[src/rtl/pila_pkg.sv]
// Shared types and constants for the return-stack controller (ctrl_pila).
// Build option: CTRL_PILA_RR_EN selects round-robin arbitration in arbitro2.
package pila_pkg;

  localparam int WIDTH_DEF = 10;
  localparam int DEPTH_DEF = 16;

  localparam logic OP_PUSH = 1'b1;
  localparam logic OP_POP  = 1'b0;

  typedef enum logic [1:0] {
    REPOSO = 2'd0,
    EJEC   = 2'd1,
    RESP   = 2'd2
  } estado_t;

endpackage

[src/rtl/ctrl_pila_arbitro2.sv]
// arbitro2: 2-way arbiter for the return-stack controller.
// Build option: CTRL_PILA_RR_EN.
//   defined   -> round-robin; on a tie the requester not granted last wins.
//   undefined -> fixed priority, requester 1 (interrupt path) always wins.
// gnt is combinational; the caller only honours it while idle (acepta=1).
module arbitro2 (
  input  logic       clk,
  input  logic       reset,
  input  logic [1:0] req,
  input  logic       acepta,
  output logic [1:0] gnt
);

`ifdef CTRL_PILA_RR_EN
  logic ultimo;

  // Tie broken against the last winner; single requests pass straight through.
  always_comb begin
    gnt = req;
    if (req == 2'b11) gnt = ultimo ? 2'b01 : 2'b10;
  end

  // Last-grant pointer, starts at requester 1 so requester 0 wins the first tie.
  always_ff @(posedge clk or negedge reset) begin
    if (!reset)                 ultimo <= 1'b1;
    else if (acepta && |req)    ultimo <= gnt[1];
  end
`else
  logic unused_arb;
  assign unused_arb = ^{clk, reset, acepta};

  // Fixed priority: requester 1 first.
  always_comb begin
    gnt = 2'b00;
    if (req[1])      gnt = 2'b10;
    else if (req[0]) gnt = 2'b01;
  end
`endif

endmodule

[src/rtl/ctrl_pila.sv]
// ctrl_pila: arbiter/sequencer for the hardware return stack (pila + mempila).
// Two requesters share the stack; each granted operation runs REPOSO->EJEC->RESP.
// Build option: CTRL_PILA_RR_EN (round-robin arbitration, see arbitro2).
//
//   state  | meaning
//   -------+--------------------------------------------------------------
//   REPOSO | idle; arbitrate, latch winner, pre-load stack strobes
//   EJEC   | stack strobes high for one cycle; update cuenta, capture pop data
//   RESP   | one-cycle ack to the latched requester, rdato/rerr valid
module ctrl_pila
  import pila_pkg::*;
#(
  parameter int WIDTH = WIDTH_DEF,
  parameter int DEPTH = DEPTH_DEF,
  parameter int CW    = $clog2(DEPTH + 1)
) (
  input  logic             clk,
  input  logic             reset,
  input  logic             req0,
  input  logic             op0,
  input  logic [WIDTH-1:0] dato0,
  output logic             ack0,
  input  logic             req1,
  input  logic             op1,
  input  logic [WIDTH-1:0] dato1,
  output logic             ack1,
  output logic [WIDTH-1:0] rdato,
  output logic             rerr,
  output logic             pila_push,
  output logic             pila_pop,
  output logic             pila_we,
  output logic [WIDTH-1:0] pila_entrada,
  input  logic [WIDTH-1:0] pila_salida,
  output logic             lleno,
  output logic             vacio,
  output logic [CW-1:0]    cuenta,
  output logic             error
);

  estado_t           estado;
  logic [1:0]        gnt;
  logic              id_q;
  logic              op_q;
  logic              op_w;
  logic [WIDTH-1:0]  dato_w;

  arbitro2 u_arb (
    .clk    (clk),
    .reset  (reset),
    .req    ({req1, req0}),
    .acepta (estado == REPOSO),
    .gnt    (gnt)
  );

  assign op_w   = gnt[1] ? op1   : op0;
  assign dato_w = gnt[1] ? dato1 : dato0;
  assign lleno  = (cuenta == CW'(DEPTH));
  assign vacio  = (cuenta == '0);

  // Sequencer: strobes are decided at grant so they are registered for all of EJEC.
  always_ff @(posedge clk or negedge reset) begin
    if (!reset) begin
      estado       <= REPOSO;
      id_q         <= 1'b0;
      op_q         <= OP_POP;
      cuenta       <= '0;
      error        <= 1'b0;
      ack0         <= 1'b0;
      ack1         <= 1'b0;
      rerr         <= 1'b0;
      rdato        <= '0;
      pila_push    <= 1'b0;
      pila_pop     <= 1'b0;
      pila_we      <= 1'b0;
      pila_entrada <= '0;
    end else begin
      case (estado)
        REPOSO: begin
          ack0 <= 1'b0;
          ack1 <= 1'b0;
          if (|gnt) begin
            id_q   <= gnt[1];
            op_q   <= op_w;
            estado <= EJEC;
            if (op_w == OP_PUSH && !lleno) begin
              pila_push    <= 1'b1;
              pila_we      <= 1'b1;
              pila_entrada <= dato_w;
            end else if (op_w == OP_POP && !vacio) begin
              pila_pop <= 1'b1;
              pila_we  <= 1'b1;
            end
          end
        end
        EJEC: begin
          pila_push    <= 1'b0;
          pila_pop     <= 1'b0;
          pila_we      <= 1'b0;
          pila_entrada <= '0;
          rerr         <= 1'b0;
          if (op_q == OP_PUSH) begin
            if (!lleno) cuenta <= cuenta + 1'b1;
            else begin
              rerr  <= 1'b1;
              error <= 1'b1;
            end
          end else begin
            if (!vacio) begin
              cuenta <= cuenta - 1'b1;
              rdato  <= pila_salida;
            end else begin
              rerr  <= 1'b1;
              error <= 1'b1;
            end
          end
          ack0   <= ~id_q;
          ack1   <= id_q;
          estado <= RESP;
        end
        RESP: begin
          ack0   <= 1'b0;
          ack1   <= 1'b0;
          estado <= REPOSO;
        end
        default: estado <= REPOSO;
      endcase
    end
  end

endmodule

[config.mk]
export PLATFORM = sky130hd
export DESIGN_NAME = ctrl_pila
export DESIGN_NICKNAME = d
export VERILOG_FILES = /design/src/rtl/pila_pkg.sv /design/src/rtl/ctrl_pila_arbitro2.sv /design/src/rtl/ctrl_pila.sv
export SDC_FILE = /design/constraint.sdc
export NUM_CORES = 1
export LEC_CHECK = 0
export ABC_AREA = 1
export BUFFER_PORTS_ARGS = -buffer_cell sky130_fd_sc_hd__buf_2
export CAP_MARGIN = 20
export CORE_MARGIN = 2
export CORE_UTILIZATION = 51
export CTS_CLUSTER_DIAMETER = 40
export DETAILED_ROUTE_END_ITERATION = 12
export GPL_TIMING_DRIVEN = 0
export PLACE_DENSITY = 0.84
export SLEW_MARGIN = 10
export SYNTH_ARGS = -nofsm -noshare
export SYNTH_HDL_FRONTEND = slang
export SYNTH_SLANG_ARGS = --single-unit
[constraint.sdc]
create_clock -name clk -period 4.2 [get_ports clk]
set_input_delay 0.63 -clock clk [delete_from_list [all_inputs] [get_ports clk]]
set_output_delay 0.63 -clock clk [all_outputs]
set_load 0.05 [all_outputs]
Word-level counts from Yosys, hierarchy flattened
Cells that the tools add are included.

storage, ports and cells
  register bits after elaboration = 36
  input port bits = 36
  output and inout bits = 34
  word-level logic and storage cells = 78

cells by class
  add/subtract/negate cells = 2
  equality and inequality tests = 11
  mux-type cells = 30
  bitwise logic cells = 4
  reduce and logical (&&, ||, !) cells = 18

operators by type and width
  operator                                                count
  2-to-1 mux 10 bit                                       3
  one-hot mux 10 bit (2 select lines)                     1
  2-to-1 mux 1 bit                                        15
  2-to-1 mux 5 bit                                        3
  AND reduction 3 bit                                     5
  inequality test 2 bit (second input constant)           6
  one-hot mux 1 bit (2 select lines)                      5
  nonzero test 2 bit                                      3
  adder 5 x 1 -> 5 bit (second input constant)            1
  == test 5 bit (second input constant)                   1
  logical NOT 5 bit                                       1
  subtractor 5 x 1 -> 5 bit (second input constant)       1
  2-to-1 mux 2 bit                                        2
  NOT 1 bit                                               4
  one-hot mux 2 bit (2 select lines)                      1
  AND reduction 4 bit                                     1
  OR reduction 2 bit                                      2
  inequality test 3 bit (second input constant)           1
  == test 2 x 1 -> 1 bit (second input constant)          1
  == test 2 bit (second input constant)                   1
  logical AND 1 bit                                       2
  logical NOT 1 bit                                       2
  logical NOT 2 bit                                       1
  inequality test 2 x 1 -> 1 bit (second input constant)  1
  AND reduction 2 bit                                     1

Logic depth before layout (Yosys ltp)
  depth after elaboration = 9
  mapped depth = 8
  depth with buffers taken out = 8

By module
Synthesis repeated with hierarchy kept, for this count alone.

unflattened totals
  cell total of the unflattened synthesis = 196
  area total of the unflattened synthesis = 1757.9 sq um

by module, submodules not included
  module     instances  cells each  area an instance (sq um)  sequential area each (sq um)
  ctrl_pila  1          193         1740.4                    900.9
  arbitro2   1          3           17.5                      0.0

Least setup slack after synthesis
Ideal clock, no wire load.

  path kind = register -> output
  start = reg cuenta[1]
  end = out vacio
  arrival time = 1.289 ns
  data required time = 3.570 ns
  slack = 2.281 ns
  stages on the path, launching flop included = 6
  path buffers = 0
  cell sequence = dfrtp_1 -> nor2_1 -> nand2_1 -> inv_1 -> nand2_1 -> inv_1

on the way
  longest elaborated chain between the ends = 1

ends and longest elaborated chain
  element                 RTL line          RTL
  start, declared         ctrl_pila.sv:36   output logic [CW-1:0] cuenta,
  start signal, assigned  ctrl_pila.sv:102  if (!lleno) cuenta <= cuenta + 1'b1;
  start signal, assigned  ctrl_pila.sv:109  cuenta <= cuenta - 1'b1;
  logical NOT 5 bit       ctrl_pila.sv:58   assign vacio = (cuenta == '0);
  end, declared           ctrl_pila.sv:35   output logic vacio,

Every way passes these cells.

Worst setup path after layout
Ends and elaborated chain as after synthesis.

==> impl_metrics.xml <==
<?xml version="1.0" encoding="UTF-8"?>
<metrics>
  <group name="sta">
    <metric name="worstMarginPinSlew" unit="ns">0.766</metric>
    <metric name="final_period_minus_worst_setup_slack" unit="ns">2.12</metric>
    <metric name="finalClockSkew" unit="ns">0.00698</metric>
    <metric name="holdWs" unit="ns">0.344</metric>
    <metric name="rsz0062_at_grt" unit="">no</metric>
    <metric name="period_share" unit="">0.504</metric>
    <metric name="setup_viol" unit="">0</metric>
    <metric name="maxSlewViolCount" unit="">0</metric>
    <metric name="final_hold_viol_count" unit="">0</metric>
    <metric name="timing.max_slew.rel_slack" unit="">0.489</metric>
    <metric name="total_neg_setup_slack" unit="ns">0</metric>
    <metric name="max_clock_freq" unit="MHz">472</metric>
  </group>
  <group name="cts">
    <metric name="clock_insertion_delay_worst_skew" unit="ns">0.35</metric>
    <metric name="clock_pin_slew_reported_for_the_worst_setup_and_hold_paths_after_clock_tree_synthesis" unit="ns">0.11</metric>
    <metric name="cts-buffers-inserted" unit="">5</metric>
    <metric name="post_cts_resized" unit="">0</metric>
    <metric name="cts.root.buffer_cell" unit="">sky130_fd_sc_hd__clkbuf_4</metric>
    <metric name="tritoncts" unit="">yes</metric>
    <metric name="postCtsHoldBufs" unit="">0</metric>
    <metric name="htreeDepth" unit="">2</metric>
    <metric name="cts.sink_count" unit="">36</metric>
    <metric name="clk_path_buf_depth" unit="">2</metric>
    <metric name="cts_setup_buffers" unit="">0</metric>
  </group>
  <group name="yosys">
    <metric name="synth_sequential_area_ratio" unit="">0.527</metric>
    <metric name="number_of_enable_flip_flop_cells_after_synthesis" unit="">0</metric>
    <metric name="synth_warnings" unit="">0</metric>
    <metric name="synthesis.area_per_instance" unit="um^2">9.00</metric>
    <metric name="dominantRegCellSynth" unit="">sky130_fd_sc_hd__dfrtp_1</metric>
    <metric name="number_of_instances_in_the_synthesized_netlist" unit="">190</metric>
    <metric name="mappedNetlistNets" unit="">230</metric>
    <metric name="dominant_cells_by_area_after_synthesis" unit="">sky130_fd_sc_hd__dfrtp_1 53%, sky130_fd_sc_hd__nand2_1 12%, sky130_fd_sc_hd__mux2_2 6.6%, sky130_fd_sc_hd__nand3_1 5.3%, sky130_fd_sc_hd__inv_1 5.3%</metric>
    <metric name="post-synth-top-area-cell" unit="">sky130_fd_sc_hd__dfrtp_1</metric>
    <metric name="synth_top_cells_by_count" unit="">54 x sky130_fd_sc_hd__nand2_1, 36 x sky130_fd_sc_hd__dfrtp_1, 24 x sky130_fd_sc_hd__inv_1</metric>
    <metric name="flop_and_latch_count_out_of_synthesis" unit="">36</metric>
    <metric name="synth_top_area_share" unit="">0.527</metric>
    <metric name="dominant_cell_by_count_in_the_synthesized_netlist" unit="">sky130_fd_sc_hd__nand2_1</metric>
    <metric name="yosys.cell_types.count" unit="">24</metric>
    <metric name="post_synth_instance_area" unit="um^2">1710</metric>
    <metric name="synth_async_sr_flop_share" unit="">1.00</metric>
  </group>
  <group name="critical_path">
    <metric name="crit_path_end_kind" unit="">primary output</metric>
    <metric name="crit_path_start_kind" unit="">register</metric>
    <metric name="critical_path_arrival" unit="ns">1.49</metric>
    <metric name="reg2reg_depth" unit="">7</metric>
    <metric name="worst-r2r-setup-slack" unit="ns">2.67</metric>
    <metric name="critical_path_peak_fanout" unit="">5</metric>
    <metric name="timing.setup.critical_path_class" unit="">reg -&gt; out</metric>
    <metric name="worst_ep_required_time" unit="ns">3.57</metric>
    <metric name="cp-startpoint" unit="">cuenta[1]$_DFFE_PN0P_</metric>
    <metric name="ff_to_ff_start" unit="">cuenta[0]$_DFFE_PN0P_</metric>
  </group>
  <group name="global_routing">
    <metric name="grt_first_pass_wirelength" unit="um">5450</metric>
    <metric name="first_global_vias" unit="">1289</metric>
    <metric name="antenna_found_initial" unit="">0</metric>
    <metric name="grt_overflow" unit="">0</metric>
    <metric name="groute.usage.overall" unit="">0.197</metric>
    <metric name="grt_max_degree" unit="">37</metric>
  </group>
  <group name="floorplanning">
    <metric name="die_area" unit="um^2">3830</metric>
    <metric name="boundaryPins" unit="">70</metric>
    <metric name="core_area" unit="um^2">3280</metric>
    <metric name="die_width" unit="um">61.9</metric>
    <metric name="die_y" unit="um">61.9</metric>
    <metric name="num_rows" unit="">21</metric>
    <metric name="start_util" unit="">0.520</metric>
  </group>
  <group name="finish">
    <metric name="diodes" unit="">0</metric>
    <metric name="final_layout_size_suffix_gt1_frac" unit="">0.356</metric>
    <metric name="syn_to_final_growth" unit="%">28.0</metric>
    <metric name="design.final.nets" unit="">306</metric>
  </group>
  <group name="route">
    <metric name="drt_drc_violations_left" unit="">0</metric>
    <metric name="final_antenna_net_count" unit="">0</metric>
    <metric name="wl_per_cell" unit="um">11.7</metric>
    <metric name="routed-via-count" unit="">1470</metric>
    <metric name="drtPass1Iterations" unit="">4</metric>
    <metric name="detail_route.iter0.violations" unit="">80</metric>
    <metric name="aggregate_routed_wire_length" unit="um">3650</metric>
    <metric name="avgViaCountPerCell" unit="">4.70</metric>
  </group>
  <group name="flow_run">
    <metric name="max_cap_viols" unit="">0</metric>
  </group>
  <group name="placed_design">
    <metric name="routabilityCongestion" unit="">0.789</metric>
    <metric name="buffer_ports.inserted" unit="">69</metric>
    <metric name="place.detailed.hpwl" unit="um">2730</metric>
  </group>
  <group name="hold_path">
    <metric name="worstHoldPathType" unit="">in -&gt; async</metric>
  </group>
  <group name="run_status">
    <metric name="status" unit="">completed</metric>
  </group>
</metrics>
==> state kept, by name, summed over array words and instances (netlist names) <==
signal        cells
pila_push         1
pila_we           1
error             1
rdato            10
pila_pop          1
cuenta            5
op_q              1
id_q              1
ack0              1
rerr              1
ack1              1
estado            2
pila_entrada     10
==> cell type report <==
| type | instances | area (um^2) |
|---|---|---|
| Multi-Input combinational cell | 123 | 677 |
| Sequential cell | 36 | 901 |
| Timing Repair Buffer | 69 | 345 |
| Inverter | 26 | 97.6 |
| Clock inverter | 2 | 35.0 |
| Fill cell | 274 | 1100 |
| Buffer | 5 | 33.8 |
| Clock buffer | 6 | 41.3 |
| Tap cell | 46 | 57.6 |
==> through the flow <==
stage | util | setup slack, ns | instances | cell area (um^2)
5_1_grt | 0.666 | 1.94 | 313 | 2190
3_3_place_gp | 0.643 | 2.47 | 305 | 2110
3_5_place_dp | 0.643 | 2.47 | 305 | 2110
4_1_cts | 0.666 | 2.07 | 313 | 2190
6_report | 0.666 | 2.08 | 313 | 2190
2_1_floorplan | - | 2.28 | 190 | 1710
==> worst max-delay path: stages, from the launching register on <==
cell and delay, ns:
sky130_fd_sc_hd__dfrtp_1 0.44, sky130_fd_sc_hd__nor2_1 0.15, sky130_fd_sc_hd__nand2_1 0.07, sky130_fd_sc_hd__inv_1 0.07, sky130_fd_sc_hd__nand2_1 0.08, sky130_fd_sc_hd__inv_1 0.08, sky130_fd_sc_hd__buf_2 0.26
==> path summary, 6_finish.rpt <==
kind | end
worst min-delay path | pila_entrada[8]$_DFFE_PN0P_
worst max-delay path | vacio
worst max register to register | cuenta[4]$_DFFE_PN0P_
worst min register to register | pila_entrada[2]$_DFFE_PN0P_
min in group clk | pila_entrada[2]$_DFFE_PN0P_
max in group asynchronous | cuenta[0]$_DFFE_PN0P_
==> kinds of logic (layout without fill, tap and decap cells) <==
group           count (synthesis)  after routing  share of synthesized area
fa+ha+maj                       4              4                     0.0337
simple gates                   81             81                      0.201
xor+xnor                        5              5                     0.0256
buf+inv                        31            108                     0.0769
mux                            10             10                     0.0659
compound gates                 23             23                     0.0703
flops                          36             36                      0.527
==> per-layer routing <==
| metal | vias to the layer above | wire (um) | track usage |
|---|---|---|---|
| met4 | 0 | 53 | 0.0638 |
| met2 | 44 | 1820 | 0.332 |
| met5 | - | 0 | 0 |
| met3 | 6 | 209 | 0.0559 |
| met1 | 670 | 1570 | 0.247 |
| li1 | 750 | - | - |
==> placed cells by master, fill, tap and decap left out, types with 3 or more instances in the layout <==
cell,netlist,final
sky130_fd_sc_hd__buf_2,3,72
sky130_fd_sc_hd__o21ai_0,17,17
sky130_fd_sc_hd__inv_1,24,24
sky130_fd_sc_hd__ha_1,3,3
sky130_fd_sc_hd__xor2_1,4,4
sky130_fd_sc_hd__clkbuf_4,0,5
sky130_fd_sc_hd__nand3_1,18,18
sky130_fd_sc_hd__mux2_2,10,10
sky130_fd_sc_hd__nor2_1,5,5
sky130_fd_sc_hd__a21oi_1,3,3
sky130_fd_sc_hd__dfrtp_1,36,36
sky130_fd_sc_hd__nand2_1,54,54
Power is not shown: default switching activity piles up to over one toggle a cycle in this logic, so the estimate is an artifact.
